`config.mk`:
```
export PLATFORM = sky130hd
export DESIGN_NAME = hpm_event_serializer
export DESIGN_NICKNAME = d
export VERILOG_FILES = /design/src/rtl/hpm_event_serializer.sv
export SDC_FILE = /design/constraint.sdc
export NUM_CORES = 1
export LEC_CHECK = 0
export BUFFER_PORTS_ARGS = -buffer_cell sky130_fd_sc_hd__buf_2
export CORE_UTILIZATION = 28
export CTS_BUF_LIST = sky130_fd_sc_hd__clkbuf_16
export CTS_CLUSTER_DIAMETER = 80
export CTS_CLUSTER_SIZE = 28
export DETAILED_ROUTE_END_ITERATION = 10
export PLACE_DENSITY = 0.51
export REMOVE_ABC_BUFFERS = 1
export SKIP_LAST_GASP = 1
export SYNTH_ARGS = -nofsm -noshare
export SYNTH_HDL_FRONTEND = slang
export SYNTH_SLANG_ARGS = --single-unit
```
`constraint.sdc`:
```
create_clock -name clk_i -period 13.03 [get_ports clk_i]
set_clock_uncertainty 0.1 [all_clocks]
set_input_delay 0.6515 -clock clk_i [delete_from_list [all_inputs] [get_ports clk_i]]
set_output_delay 0.6515 -clock clk_i [all_outputs]
set_load 0.01 [all_outputs]
```
`src/rtl/hpm_event_serializer.sv`:
```
// hpm_event_serializer: turns multi-unit per-cycle event increments into single-unit pulses via saturating credit
module hpm_event_serializer #(
    parameter int HPM_NUM_EVENTS = 28,
    parameter int INC_WIDTH      = 2,
    parameter int PEND_WIDTH     = 6,
    parameter int DROP_CNT_WIDTH = 16
) (
    input  logic                               clk_i,
    input  logic                               rstn_i,
    input  logic [HPM_NUM_EVENTS*INC_WIDTH-1:0] events_inc_i,
    input  logic                               flush_i,
    input  logic                               clear_lost_i,
    output logic [HPM_NUM_EVENTS:1]            events_o,
    output logic                               busy_o,
    output logic [HPM_NUM_EVENTS:1]            lost_o,
    output logic [DROP_CNT_WIDTH-1:0]          drop_cnt_o
);
    localparam int PW = PEND_WIDTH + 1;
    localparam int SW = INC_WIDTH + $clog2(HPM_NUM_EVENTS + 1);
    localparam int CW = DROP_CNT_WIDTH + SW;
    localparam logic [PW-1:0] PMAX = {1'b0, {PEND_WIDTH{1'b1}}};
    localparam logic [CW-1:0] CMAX = CW'({DROP_CNT_WIDTH{1'b1}});
    logic [PEND_WIDTH-1:0]     pend_q [1:HPM_NUM_EVENTS];
    logic [PEND_WIDTH-1:0]     pend_d [1:HPM_NUM_EVENTS];
    logic [PW-1:0]             sum    [1:HPM_NUM_EVENTS];
    logic [HPM_NUM_EVENTS:1]   ovf;
    logic [HPM_NUM_EVENTS:1]   lost_d;
    logic [SW-1:0]             drop_sum;
    logic [CW-1:0]             cnt_sum;
    logic [DROP_CNT_WIDTH-1:0] drop_cnt_d;
    always_comb begin
        events_o = '0;
        busy_o   = 1'b0;
        ovf      = '0;
        sum      = '{default: '0};
        pend_d   = '{default: '0};
        drop_sum = '0;
        for (int e = 1; e <= HPM_NUM_EVENTS; e++) begin
            events_o[e] = (pend_q[e] != '0) && !flush_i;
            busy_o      = busy_o | (pend_q[e] != '0);
            sum[e]      = {1'b0, pend_q[e]} - PW'(events_o[e])
                        + PW'(events_inc_i[e*INC_WIDTH-1 -: INC_WIDTH]);
            ovf[e]      = !flush_i && (sum[e] > PMAX);
            pend_d[e]   = flush_i ? '0 : (ovf[e] ? PMAX[PEND_WIDTH-1:0] : sum[e][PEND_WIDTH-1:0]);
            drop_sum    = drop_sum + (ovf[e] ? SW'(sum[e] - PMAX) : '0);
        end
        // a clear in the same cycle as new drops wins over them
        lost_d     = clear_lost_i ? '0 : (lost_o | ovf);
        cnt_sum    = CW'(drop_cnt_o) + CW'(drop_sum);
        drop_cnt_d = clear_lost_i ? '0 : (cnt_sum > CMAX ? '1 : cnt_sum[DROP_CNT_WIDTH-1:0]);
    end
    always_ff @(posedge clk_i) begin
        if (!rstn_i) begin
            pend_q     <= '{default: '0};
            lost_o     <= '0;
            drop_cnt_o <= '0;
        end else begin
            pend_q     <= pend_d;
            lost_o     <= lost_d;
            drop_cnt_o <= drop_cnt_d;
        end
    end
endmodule

```
==> results of run 1 <==
cell families (layout without fill, tap and decap cells):
family | Yosys count | after routing
fa+ha+maj | 498 | 498
flops | 212 | 212
buf+inv | 601 | 758
compound gates | 492 | 492
xor+xnor | 275 | 275
mux | 22 | 22
simple gates | 807 | 807
metal layers:
layer,GRT usage (%),vias up
met1,20.1,8768
met2,25.3,268
met4,4.12,0
met5,0,-
li1,-,9760
met3,2.41,73
flip-flops by register name, summed over array words and instances (netlist names):
| register | flops |
|---|---|
| drop_cnt_o | 16 |
| lost_o | 28 |
| pend_q | 168 |
through the flow:
stage | instance area, sq um | worst slack, ns
6_report | 27000 | 1.09
4_1_cts | 27000 | 1.01
5_1_grt | 27000 | 0.204
3_3_place_gp | 26200 | 0.927
2_1_floorplan | 23900 | 2.44
3_5_place_dp | 26200 | 0.768
layout make-up:
cell class	instances	share of cell area (%)
clock buffer	25	2.31
clock inverter	19	0.944
inverter	568	7.89
multi-input combinational	2094	65.0
sequential	212	15.7
tap	1144	5.29
timing repair buffer	146	2.84
worst register-to-register path, delay by kind of cell, from the launching register on:
family,cells,cell delay [ns]
XOR/XNOR,7,1.05
AO/OA/AOI/OAI,6,1.75
buffers and inverters,7,0.46
flip-flops,1,0.33
adder cells (fa/ha/maj),14,5.43
AND/OR/NAND/NOR,11,2.75
worst max path at each step:
| stage | start | end | slack [ns] |
|---|---|---|---|
| 2_1_floorplan | pend_q[137]$_SDFF_PP0_ | drop_cnt_o[0]$_SDFF_PP0_ | 2.44 |
| 3_3_place_gp | flush_i | drop_cnt_o[0]$_SDFF_PP0_ | 0.93 |
| 3_5_place_dp | flush_i | drop_cnt_o[0]$_SDFF_PP0_ | 0.77 |
| 4_1_cts | pend_q[65]$_SDFF_PP0_ | drop_cnt_o[0]$_SDFF_PP0_ | 1.01 |
| 5_1_grt | pend_q[125]$_SDFF_PP0_ | drop_cnt_o[4]$_SDFF_PP0_ | 0.20 |
| 6_report | pend_q[113]$_SDFF_PP0_ | drop_cnt_o[0]$_SDFF_PP0_ | 1.09 |
placed cells by master, fill, tap and decap left out, drive strengths merged, types with 28 or more instances in the layout:
cell and n:
a21o 39, a21oi 271, and2 66, buf 146, dfxtp 212, fa 162
ha 336, inv 577, nand2 161, nand2b 45, nand3 32, nor2 246
nor2b 43, nor3 70, o21bai 28, xnor2 179, xor2 89
==> run metrics, run 1 <==
crit path DAT 12.33 ns; Die Y-Extent 295 um; Final Util 31.8%; shortest period the worst path allows 11.94 ns; CP Max Fanout 14; remaining antenna violation count 0; DR DRC count 0; Synth Instances 2907; Fin Hold WS 0.367 ns; DRC marker count from the first detailed-route iteration 919; Rows 107; io pins 133; unrepaired setup endpoints after global routing no; Nets 3604; first-pass GRT wire length 103000 um; Cell Area, Synth 24100 sq um; status finished clean; DR vias 18900; Buf/Inv on CP 7; Syn-to-layout area delta 12.2%; layout cells sized above 1 8.49%; Mean Syn Cell Area 8.29 sq um; Async SR Flop Fraction 0%; Worst Hold Endpoint lost_o[11]$_SDFF_PP0_; Port Buffers 132; Starting Density 28.3%; pin count of the biggest net entering global routing 68; hold buffers post-CTS 0; critical register-to-register path startpoint pend_q[113]$_SDFF_PP0_; simple-gate share of the synthesized area 17.1%; flop2flop setup slack 1.09 ns; Synth Area in Compound Gates 13.6%; Top FF cell, synth dfxtp_1; clock slew at reported path FFs 0.09 ns; met2 wire len 29900 um; worst slew pin tran 1.03 ns; fmax 0.0838 GHz; Synth top cells by count inv_1 (568), ha_1 (336), a21oi_1 (271); number of flops mapped to enable cells by yosys 0; Yosys warning total 0; register area share after synthesis 17.6%; final-report hold violation count 0; Setup crit end kind flop; Top Layer Used met4; Adder-Cell Fraction of Synth Area 30.9%; Root Driver clkbuf_16; CP peak stage delay 0.57 ns; area share of the largest cell type after synthesis 17.6%; Synth Area in XOR/XNOR 10.4%; main combinational cell family by area after synthesis adder cells; Tcrit/Tclk final 91.6%; Worst R2R End drop_cnt_o[0]$_SDFF_PP0_; global route overflow 0; Crit path max-delay family adder cells; dpl cells 4164; min-delay worst type reg -> reg; core area 85100 sq um; initial antenna violation count 1; final cell count without fillers 4208; 1st-pass router iterations 5; Most common cell on crit path fa_1; vias in the first global route 19100; register bit total from synthesis 212; Critical Path RT 13.43 ns; Clock Sink Count 212; latest clock arrival within the worst-skew pair 0.57 ns; routed length on met3 2910 um; CTS max path bufs 3; max_slew headroom 30.9%; final count of negative-setup-slack endpoints 0; GP Congestion 0.891; Synth area leaders dfxtp_1 (18%), ha_1 (17%), fa_1 (13%); Max Slew Vio Count 0; Synth cell types 89; Yosys top cell by area dfxtp_1; DIE AREA 87200 sq um; Sequential Area 4240 sq um; fill count 9177; Vias/cell 4.48; WP depth 45; average wire per standard cell 15.6 um; Slowest-stage cell, CP nand4_1; CTS tree yes; mux share of post-synthesis cell area 0.919%; startpoint types flop; max_cap viols 0; WL final 65400 um; R2R cell count 45; critical path class reg -> reg; worst hold stages 2; Met1 Wirelength 30800 um; Hold Startpoint lost_o[11]$_SDFF_PP0_; Max H-tree Level 1; setup TNS 0 ns; multi-input logic area 17600 sq um; most frequent cell after synthesis inv_1; hpwl dp 54700 um; Die Span X 295 um; CTS buffer count 24; ANT cells 0; postcts setup bufs 0; GRT Util Overall 15.1%; post-CTS resize count 0
Power of run 1 is not shown: default switching activity piles up to over one toggle a cycle in this logic, so the estimate is an artifact.
==> inputs of run 2 (changes only) <==
- PLACE_DENSITY: 0.51 -> 0.52
- clock period: 13.03 -> 10.8 ns (I/O delays scaled with it)
==> run 2 against run 1 <==
  * Critical path depth increased by 2
  * Register-to-register slack got worse by 0.60 ns
  * Routed wire length grew 3.3%
  * Die area did not move
  * Clock-buffer cell count unchanged
  * Largest cell class unchanged
  * Fmax increased by 16%
  * Final cell count is 9.9% higher
  * Critical endpoint is now drop_cnt_o[13]$_SDFF_PP0_
  * Global-route usage grew 0.44 points
  * Via count is 8.3% higher
==> run metrics, run 2 (synthesis results as in run 1) <==
status finished clean; WL final 67600 um; max reg flops 168; commonest non-fill, non-tap cell in the layout inv_1; Sequential Area 4250 sq um; multi-input logic area 18100 sq um; shortest period the worst path allows 10.30 ns; pin count of the biggest net entering global routing 75; fmax 0.0971 GHz; DRC marker count from the first detailed-route iteration 835; final count of negative-setup-slack endpoints 0; Root Driver clkbuf_16; Worst Hold Endpoint pend_q[120]$_SDFF_PP0_; Reg with most FFs pend_q; Vias/cell 4.42; max_cap viols 0; remaining antenna violation count 0; critical path class reg -> reg; Hold Startpoint events_inc_i[14]; io pins 133; Most common cell on crit path xnor2_1; Starting Density 28.3%; startpoint types flop; Clock Sink Count 212; crit path DAT 10.63 ns; Buf/Inv on CP 8; min-delay worst type in -> reg; latest clock arrival within the worst-skew pair 0.57 ns; GRT Util Overall 15.6%; Nets 4019; fill count 9026; CP Max Fanout 4; 1st-pass router iterations 7; vias in the first global route 20600; clock slew at reported path FFs 0.08 ns; DR DRC count 0; R2R cell count 47; CTS max path bufs 3; Die Y-Extent 295 um; GP Congestion 0.865; final-report hold violation count 0; Rows 107; DIE AREA 87200 sq um; CP peak stage delay 0.59 ns; DR vias 20400; worst slew pin tran 0.994 ns; first-pass GRT wire length 107000 um; max_slew headroom 33.1%; Port Buffers 132; Crit path max-delay family adder cells; ANT cells 0; core area 85100 sq um; Max Slew Vio Count 0; Worst R2R End drop_cnt_o[13]$_SDFF_PP0_; Die Span X 295 um; hold buffers post-CTS 0; largest registers pend_q (168), lost_o (28), drop_cnt_o (16); CTS tree yes; worst hold stages 4; Tcrit/Tclk final 95.4%; most frequent cells in the layout inv_1 (541), buf_4 (427), ha_1 (326); critical register-to-register path startpoint pend_q[134]$_SDFF_PP0_; average wire per standard cell 14.6 um; initial antenna violation count 1; Setup crit end kind flop; CTS buffer count 24; Slowest-stage cell, CP fa_2; global route overflow 0; setup TNS 0 ns; Critical Path RT 11.13 ns; flop2flop setup slack 0.50 ns; Syn-to-layout area delta 27.3%; hpwl dp 56900 um; Max H-tree Level 1; layout cells sized above 1 23.5%
==> run 2: changes by cell type in the layout (fill, tap and decap cells not counted), sizes merged <==
cell,previous run,this run
clkinv,6,7
clkinvlp,2,4
buf,146,561
inv,577,576
bufinv,2,0
==> run 2: per-layer routing <==
metal	vias up	routed length [um]	global-route usage (%)
met3	76	1870	1.51
met2	226	31200	26.5
met1	9517	32700	20.9
met5	-	0	0
li1	10600	-	-
met4	0	1840	4.09
==> run 2: worst max-delay path by stage <==
| stage | start | slack [ns] | endpoint | cells after the start |
|---|---|---|---|---|
| floorplan | pend_q[137]$_SDFF_PP0_ | 0.21 | drop_cnt_o[0]$_SDFF_PP0_ | 44 |
| global placement | flush_i | -0.15 | drop_cnt_o[13]$_SDFF_PP0_ | 45 |
| detailed placement | flush_i | -0.26 | drop_cnt_o[13]$_SDFF_PP0_ | 46 |
| CTS | pend_q[8]$_SDFF_PP0_ | 0.04 | drop_cnt_o[12]$_SDFF_PP0_ | 49 |
| global route | pend_q[134]$_SDFF_PP0_ | -0.06 | drop_cnt_o[0]$_SDFF_PP0_ | 46 |
| finish | pend_q[134]$_SDFF_PP0_ | 0.50 | drop_cnt_o[13]$_SDFF_PP0_ | 47 |
==> run 2: final cells by class <==
cell class                      instances  share of cell area (%)
Clock inverter                         19                   0.571
Multi-Input combinational cell       2094                    59.2
Timing Repair Buffer                  561                    12.7
Clock buffer                           25                    2.04
Inverter                              568                    6.95
Tap cell                             1144                    4.67
Sequential cell                       212                    13.9
==> run 2: worst reg2reg max path, delay by kind of cell, from the launching register on <==
kind / cells / cell delay (ns)
buf+inv: 8 / 0.60
simple gates: 10 / 1.89
compound gates: 7 / 0.87
fa+ha+maj: 14 / 5.26
flops: 1 / 0.33
xor+xnor: 8 / 1.16
==> run 2: through the flow <==
step                hold WS (ns)  instance area (sq um)  cells  setup WS, ns  util (%)
finish                     0.337                  30700   4623         0.498      36.0
global route               0.365                  30700   4623       -0.0638      36.0
CTS                        0.313                  29900   4595        0.0433      35.2
detailed placement         0.354                  29100   4550        -0.258      34.1
global placement           0.345                  29100   4550        -0.154      34.1
floorplan                  0.405                  23900   2874         0.208         -
==> run 2: timing repair <==
action	CTS	global route
gates resized for setup	13	158
gates cloned	0	0
buffers inserted	1	28
pin swaps	2	88
setup endpoints to repair	12	16
Power of run 2 is left out for the same reason.
